## config.mk

```make
export PLATFORM = sky130hd
export DESIGN_NAME = bpred_table_ctrl
export DESIGN_NICKNAME = d
export VERILOG_FILES = /design/src/rtl/bpred_pkg.sv /design/src/rtl/bpred_inflight_fifo.sv /design/src/rtl/bpred_table_ctrl.sv
export SDC_FILE = /design/constraint.sdc
export NUM_CORES = 1
export LEC_CHECK = 0
export CAP_MARGIN = 40
export CORE_UTILIZATION = 60
export DETAILED_ROUTE_END_ITERATION = 10
export PLACE_DENSITY = 0.8
export SETUP_SLACK_MARGIN = 0.5
export SYNTH_ARGS = -nofsm -noshare
export SYNTH_HDL_FRONTEND = slang
export SYNTH_SLANG_ARGS = --single-unit
```

## constraint.sdc

```tcl
create_clock -name clk -period 6.28 [get_ports clk]
set_input_delay 0.942 -clock clk [delete_from_list [all_inputs] [get_ports clk]]
set_output_delay 0.942 -clock clk [all_outputs]
set_load 0.05 [all_outputs]
```

## src/rtl/bpred_pkg.sv

```systemverilog
// Shared types for the 2-bit saturating branch predictor controller.
// Counter encoding, saturating update and controller state.
package bpred_pkg;

   typedef enum logic [1:0] {
      STRONG_NT = 2'd0,
      WEAK_NT   = 2'd1,
      WEAK_T    = 2'd2,
      STRONG_T  = 2'd3
   } ctr_t;

   typedef enum logic {
      INIT = 1'b0,
      RUN  = 1'b1
   } ctrl_state_t;

   localparam ctr_t CTR_INIT = WEAK_NT;

   function automatic ctr_t ctr_next(input ctr_t c, input logic taken);
      ctr_t n;
      n = c;
      unique case (c)
         STRONG_NT: n = taken ? WEAK_NT  : STRONG_NT;
         WEAK_NT:   n = taken ? WEAK_T   : STRONG_NT;
         WEAK_T:    n = taken ? STRONG_T : WEAK_NT;
         STRONG_T:  n = taken ? STRONG_T : WEAK_T;
         default:   n = c;
      endcase
      return n;
   endfunction

endpackage

```

## src/rtl/bpred_inflight_fifo.sv

```systemverilog
// In-order queue of outstanding predictions ({idx, pred}).
// Synchronous reset and clear; no pass-through when full.
module bpred_inflight_fifo #(
   parameter int IDX_W = 6,
   parameter int DEPTH = 4
) (
   input  logic             clk,
   input  logic             reset,
   input  logic             clear_i,
   input  logic             push_i,
   input  logic [IDX_W-1:0] push_idx_i,
   input  logic             push_pred_i,
   input  logic             pop_i,
   output logic [IDX_W-1:0] head_idx_o,
   output logic             head_pred_o,
   output logic             full_o,
   output logic             empty_o
);

   localparam int PW = (DEPTH > 1) ? $clog2(DEPTH) : 1;

   logic [IDX_W-1:0] idx_q  [DEPTH];
   logic             pred_q [DEPTH];
   logic [PW-1:0]    wr_q, wr_d;
   logic [PW-1:0]    rd_q, rd_d;
   logic [PW:0]      cnt_q, cnt_d;

   always_comb begin
      wr_d  = push_i ? wr_q + 1'b1 : wr_q;
      rd_d  = pop_i  ? rd_q + 1'b1 : rd_q;
      cnt_d = cnt_q;
      unique case ({push_i, pop_i})
         2'b10:   cnt_d = cnt_q + 1'b1;
         2'b01:   cnt_d = cnt_q - 1'b1;
         default: cnt_d = cnt_q;
      endcase
   end

   always_ff @(posedge clk) begin
      if (reset || clear_i) begin
         wr_q  <= '0;
         rd_q  <= '0;
         cnt_q <= '0;
      end else begin
         wr_q  <= wr_d;
         rd_q  <= rd_d;
         cnt_q <= cnt_d;
      end
   end

   always_ff @(posedge clk) begin
      if (push_i) begin
         idx_q[wr_q]  <= push_idx_i;
         pred_q[wr_q] <= push_pred_i;
      end
   end

   assign head_idx_o  = idx_q[rd_q];
   assign head_pred_o = pred_q[rd_q];
   assign full_o      = (cnt_q == (PW+1)'(DEPTH));
   assign empty_o     = (cnt_q == '0);

endmodule

```

## src/rtl/bpred_table_ctrl.sv

```systemverilog
// Branch predictor table controller: init sweep, lookup, in-order resolve.
// Define BPRED_GSHARE_EN to XOR a global history register into the index.
module bpred_table_ctrl
   import bpred_pkg::*;
#(
   parameter int ENTRIES = 64,
   parameter int PC_W    = 32,
   parameter int DEPTH   = 4
) (
   input  logic            clk,
   input  logic            reset,
   input  logic            lookup_valid,
   input  logic [PC_W-1:0] lookup_pc,
   output logic            lookup_ready,
   output logic            pred_taken,
   input  logic            resolve_valid,
   input  logic            resolve_taken,
   input  logic            flush,
   output logic            mispredict,
   output logic            init_busy
);

   localparam int IDX_W = $clog2(ENTRIES);

   ctrl_state_t      state_q, state_d;
   logic [IDX_W-1:0] ptr_q, ptr_d;
   logic             mispredict_q, mispredict_d;
   ctr_t             tbl_q [ENTRIES];

   logic [IDX_W-1:0] lookup_idx;
   logic [IDX_W-1:0] head_idx;
   logic             head_pred;
   logic             q_full, q_empty;
   logic             run, push, pop;

   logic unused_pc;
   assign unused_pc = ^{lookup_pc[PC_W-1:IDX_W+2], lookup_pc[1:0]};

`ifdef BPRED_GSHARE_EN
   logic [IDX_W-1:0] ghr_q;

   always_ff @(posedge clk) begin
      if (reset)
         ghr_q <= '0;
      else if (pop)
         ghr_q <= {ghr_q[IDX_W-2:0], resolve_taken};
   end

   assign lookup_idx = lookup_pc[IDX_W+1:2] ^ ghr_q;
`else
   assign lookup_idx = lookup_pc[IDX_W+1:2];
`endif

   assign run          = (state_q == RUN);
   assign init_busy    = ~run;
   assign lookup_ready = run & ~q_full;
   assign pred_taken   = tbl_q[lookup_idx][1];
   assign push         = lookup_valid & lookup_ready & ~flush;
   assign pop          = run & resolve_valid & ~q_empty & ~flush;
   assign mispredict   = mispredict_q;

   always_comb begin
      state_d      = state_q;
      ptr_d        = ptr_q;
      mispredict_d = pop & (head_pred ^ resolve_taken);
      if (!run) begin
         ptr_d = ptr_q + 1'b1;
         if (ptr_q == IDX_W'(ENTRIES - 1))
            state_d = RUN;
      end
   end

   always_ff @(posedge clk) begin
      if (reset) begin
         state_q      <= INIT;
         ptr_q        <= '0;
         mispredict_q <= 1'b0;
      end else begin
         state_q      <= state_d;
         ptr_q        <= ptr_d;
         mispredict_q <= mispredict_d;
      end
   end

   // Counters are cleared by the sweep rather than by reset.
   always_ff @(posedge clk) begin
      if (!reset) begin
         if (!run)
            tbl_q[ptr_q] <= CTR_INIT;
         else if (pop)
            tbl_q[head_idx] <= ctr_next(tbl_q[head_idx], resolve_taken);
      end
   end

   bpred_inflight_fifo #(
      .IDX_W (IDX_W),
      .DEPTH (DEPTH)
   ) u_fifo (
      .clk         (clk),
      .reset       (reset),
      .clear_i     (flush),
      .push_i      (push),
      .push_idx_i  (lookup_idx),
      .push_pred_i (pred_taken),
      .pop_i       (pop),
      .head_idx_o  (head_idx),
      .head_pred_o (head_pred),
      .full_o      (q_full),
      .empty_o     (q_empty)
   );

endmodule
```

## Word-level counts from Yosys, hierarchy flattened

Memories as Yosys holds them, arrays and structs flattened. A register that Yosys moved wholly into a read port is not among the register bits.
Cells that the tools add are included.

| storage, ports and cells | value |
|---|---|
| bits in registers | 15 |
| RAM bits | 156 |
| bits of input ports | 38 |
| output and inout port bits | 4 |
| logic and storage cells | 65 |
| memories | 3 |

Memories:

| memory | depth | width | read ports | clocked after Yosys merged registers in | write ports | line | RTL |
|---|---|---|---|---|---|---|---|
| tbl_q | 64 | 2 | 2 | 0 | 1 | bpred_table_ctrl.sv:28 | `ctr_t tbl_q [ENTRIES];` |
| u_fifo.idx_q | 4 | 6 | 1 | 1 | 1 | bpred_inflight_fifo.sv:22 | `logic [IDX_W-1:0] idx_q [DEPTH];` |
| u_fifo.pred_q | 4 | 1 | 1 | 1 | 1 | bpred_inflight_fifo.sv:23 | `logic pred_q [DEPTH];` |

| cells by class | value |
|---|---|
| $add $sub $neg | 5 |
| equal/unequal tests | 7 |
| mux-type cells | 27 |
| bitwise logic cells | 12 |
| reduce and logical (&&, ||, !) cells | 5 |

Operators with widths:

| kind | number |
|---|---|
| 2-bit two-way mux | 10 |
| 1-bit two-way mux | 14 |
| 2-bit case mux with 4 select lines | 1 |
| 1-bit AND | 7 |
| 6-bit by 1-bit adder with 6-bit output, second input constant | 1 |
| 2-bit equality test, second input constant | 3 |
| 6-bit equality test, second input constant | 1 |
| 6-bit two-way mux | 1 |
| 3-bit case mux with 2 select lines | 1 |
| 2-bit by 1-bit adder with 2-bit output, second input constant | 2 |
| 2-bit by 1-bit equality test with 1-bit output, second input constant | 2 |
| 1-bit inverter | 4 |
| 3-bit by 1-bit adder with 3-bit output, second input constant | 1 |
| 3-bit equality test, second input constant | 1 |
| 3-bit zero test | 1 |
| 3-bit by 1-bit subtractor with 3-bit output, second input constant | 1 |
| 2-bit zero test | 1 |
| 2-bit nonzero test | 1 |
| 2-bit OR reduction | 1 |
| 1-bit logical OR | 1 |
| 1-bit XOR | 1 |

## Depth between registers and ports, before layout

| depth | value |
|---|---|
| depth after elaboration | 10 |
| mapped depth | 12 |

## Hierarchy

Synthesis repeated with hierarchy kept, for this count alone.

| second synthesis, totals | value |
|---|---|
| cell total of the unflattened synthesis | 488 |
| area total of the unflattened synthesis | 7797.5 µm² |

By module, submodules not included:

| module | times used | cells each | area an instance (µm²) | sequential area each (µm²) |
|---|---|---|---|---|
| bpred_table_ctrl | 1 | 403 | 6343.6 | 4003.8 |
| bpred_inflight_fifo | 1 | 85 | 1453.9 | 1021.0 |

## Least setup slack after synthesis

No wires, ideal clock.

| timing | value |
|---|---|
| path kind | in2out |
| start point | input lookup_pc[2] |
| end point | output pred_taken |
| arrival time | 3529 ps |
| data required time | 5338 ps |
| slack | 1809 ps |
| stages | 5 |
| buffers on the path | 2 |
| path through | clkbuf_1 > buf_1 > mux4_2 > mux4_2 > mux4_2 |

| on the way | value |
|---|---|
| longest elaborated chain between the ends | 1 |

RTL lines:

| item | line | RTL |
|---|---|---|
| start, declared | bpred_table_ctrl.sv:13 | `input logic [PC_W-1:0] lookup_pc,` |
| memory read 64 x 2 bit | - |  |
| end, declared | bpred_table_ctrl.sv:15 | `output logic pred_taken,` |

Every way passes these cells.

## Worst setup path after layout

Ends and elaborated chain as after synthesis.

==> flow_summary_export.csv <==
group,metric,value,unit
timing,tightest_slew,0.919,ns
synthesis,synth_edf_count,156,
finish,final_cell_area,0.00891,mm²
synthesis,yosysSeqAreaShare,0.624,
worst_setup_path,crit_fanout,20,
grt,use_met2,0.439,
grt,grt_use_total,0.273,
finish,nNetsFinal,614,
timing,fin_setup_tns,0,ns
timing,rsz0062_at_grt,"false",
worst_setup_path,worst_ep_arrival_time,4.14,ns
finish,antennaDiodeCount,0,
synthesis,ys_ff_latch,173,
grt,grt_remaining_overflow,0,
drt,first_iter_violations,564,
timing,maxSlewViolCount,0,
clock_network,htreeDepth,4,
clock_network,postCtsSetupRepairBufs,0,
finish,syn_to_final_growth,10.7,%
grt,grt_pass1_vias,5018,
power_and_ir_drop,powerDensity,258,mW/mm²
timing,period_needed,5.09,ns
timing,fmax,197,MHz
placed_design,io_buffer_count,15,
drt,wire_per_inst,23.5,µm
clock_network,post_cts_resize_count,0,
clock_network,numCtsBuffers,17,
grt,grt_first_pass_wirelength,27400,µm
worst_setup_path,max_stage_delay,0.73,ns
power_and_ir_drop,p_leak,3.11,nW
worst_setup_path,cp_top_family,"multiplexers",
floorplanning,die_w,118,µm
timing,period_share,0.810,
synthesis,syn_nets,597,
timing,whs,0.501,ns
clock_network,cts_tree,"yes",
placed_design,gp_congestion,0.883,
timing,hold_viol_final,0,
timing,relSlewSlack,0.388,
placed_design,pre_cts_ws,1.19,ns
finish,layout_common_cells,"edfxtp_1 (156), nor2_1 (97), mux2i_1 (82)",
placed_design,place_area,0.00836,mm²
finish,fillers,859,
drt,dr.pass1.iters,5,
synthesis,yosysTopAreaCell,"edfxtp_1",
finish,utilization,0.695,
synthesis,synth_area_leaders,"edfxtp_1 (58%), mux2i_1 (10%), mux4_2 (8.7%)",
grt,antenna_found_initial,0,
synthesis,ys_warn_count,0,
synthesis,syn_area_per_cell,14.6,µm²
synthesis,syn_area,0.00805,mm²
clock_network,cts_root_buf,"clkbuf_16",
clock_network,cts.sinks,173,
floorplanning,core,0.0128,mm²
worst_setup_path,slowest_stage,"clkdlybuf4s50_1",
drt,ant_nets,0,
floorplanning,initial_core_util,0.628,
drt,drcViolationCount,0,
hold_path,hold_path_class,"register to register",
worst_setup_path,start_kind,"primary input",
power_and_ir_drop,ir_drop,182,µV
worst_setup_path,critPathRequiredTime,5.34,ns
synthesis,syn_inst,552,
synthesis,synth_top_area_frac,0.582,
status,status,"completed",
grt,grtUsageMet3,0.0853,
floorplanning,ios,42,
drt,vias,4903,
grt,grt_max_degree,45,
timing,setup_viol,0,
worst_setup_path,crit_chain,"clkdlybuf4s50_1, buf_4, mux4_2, mux4_2, mux4_2, clkdlybuf4s50_1",
synthesis,synthArstFlopShare,0,
floorplanning,fp.dieH,118,µm
grt,grt_busiest_layer,"met2",
synthesis,synth.distinct_cells,55,
finish,final_common_cell,"edfxtp_1",
clock_network,clockBufferDepth,2,
grt,use_met1,0.338,
clock_network,postCtsHoldBufs,0,
timing,skew,0.0107,ns
timing,setup_ws,1.19,ns
worst_setup_path,crit_top_cell,"mux4_2",
clock_network,clkTransAtPathRegs,0.06,ns
worst_setup_path,critPathKind,"primary input to output port",
clock_network,clk_latency,0.43,ns
drt,detail_route.wirelength,17700,µm
drt,vias_per_cell,6.51,
placed_design,dpl.hpwl,11700,µm
finish,drive_gt1_frac,0.129,
run,cap_violations,0,
worst_setup_path,cp-end-kind,"output port",
floorplanning,placement_rows,41,
synthesis,ys.flop_type,"edfxtp_1",
floorplanning,dieArea,0.0139,mm²
worst_setup_path,critPathBufInv,3,
-- layout make-up --
type | count | area, µm² | share of cell area
tap | 172 | 215 | 0.0241
clock buffer | 19 | 433 | 0.0486
inverter | 11 | 41.3 | 0.00463
sequential | 173 | 5020 | 0.564
multi-input combinational | 343 | 2830 | 0.317
clock inverter | 12 | 121 | 0.0136
timing repair buffer | 23 | 248 | 0.0278
-- cells in the mapped netlist, drive strengths merged (4+ instances only) --
| cell type | count |
|---|---|
| nand3b | 4 |
| nand2b | 5 |
| mux2 | 4 |
| mux4 | 33 |
| nand2 | 28 |
| nor2b | 4 |
| nand3 | 8 |
| inv | 10 |
| o21ai | 7 |
| buf | 18 |
| and2 | 4 |
| edfxtp | 156 |
| o22ai | 5 |
| ha | 6 |
| a211oi | 4 |
| dfxtp | 17 |
| a21oi | 8 |
| xor2 | 6 |
| clkbuf | 7 |
| xnor2 | 4 |
| mux2i | 82 |
| nor3 | 4 |
| or2 | 4 |
| nor2 | 98 |
-- sequential cells by signal (all words and copies together), names as in the netlist, named ones only --
signal and flops:
u_fifo.idx_q 24, u_fifo.rd_q 2, tbl_q 128, mispredict 1, u_fifo.cnt_q 3, u_fifo.pred_q 4
u_fifo.wr_q 2, run 1, ptr_q 6
-- per-layer routing --
metal	up-vias	wire, µm
met5	-	0
met4	0	655
met3	64	1700
met2	270	8730
met1	2437	6590
li1	2132	-
-- cells by family after synthesis --
| kind of cell | count (synthesis) | share of synthesized area |
|---|---|---|
| AOI/OAI and AO/OA | 42 | 0.0362 |
| DFF | 173 | 0.624 |
| adders and majority gates | 8 | 0.0132 |
| xor gates and xnor gates | 10 | 0.0109 |
| buffers and inverters | 36 | 0.0263 |
| and+or+nand+nor | 164 | 0.0883 |
| muxes | 119 | 0.201 |
-- path summary, 6_finish.rpt --
| check | start | depth (start not counted) | to | slack [ns] |
|---|---|---|---|---|
| max | lookup_pc[2] | 6 | pred_taken | 1.19 |
| min | ptr_q[5] | 2 | run | 0.50 |
| max reg2reg | register | 10 | tbl_q[15][1] | 1.85 |
| min reg2reg | ptr_q[5] | 2 | run | 0.50 |
-- through the flow --
step           cells  power (mW)
6_report         753        2.30
5_1_grt          753        2.36
4_1_cts          753        2.31
3_5_place_dp     722        1.33
3_3_place_gp     719        1.33
2_1_floorplan    552        1.30
-- where the power goes --
group | switching [mW] | internal [mW] | leakage (nW)
Clock | 0.418 | 0.578 | 0.262
Combinational | 0.0355 | 0.0229 | 1.14
Sequential | 0.00403 | 1.24 | 1.70
-- worst register-to-register path: stages, from the launching register on --
cell and delay [ns]:
dfxtp_1 0.62, mux4_2 0.95, buf_4 0.56, mux2i_1 0.16, mux2i_1 0.22, o221ai_1 0.19
o211ai_1 0.29, o221ai_1 0.20, maj3_2 0.36, nor2_4 0.41, buf_12 0.28
Note: power is estimated with default switching activity, not from simulation.
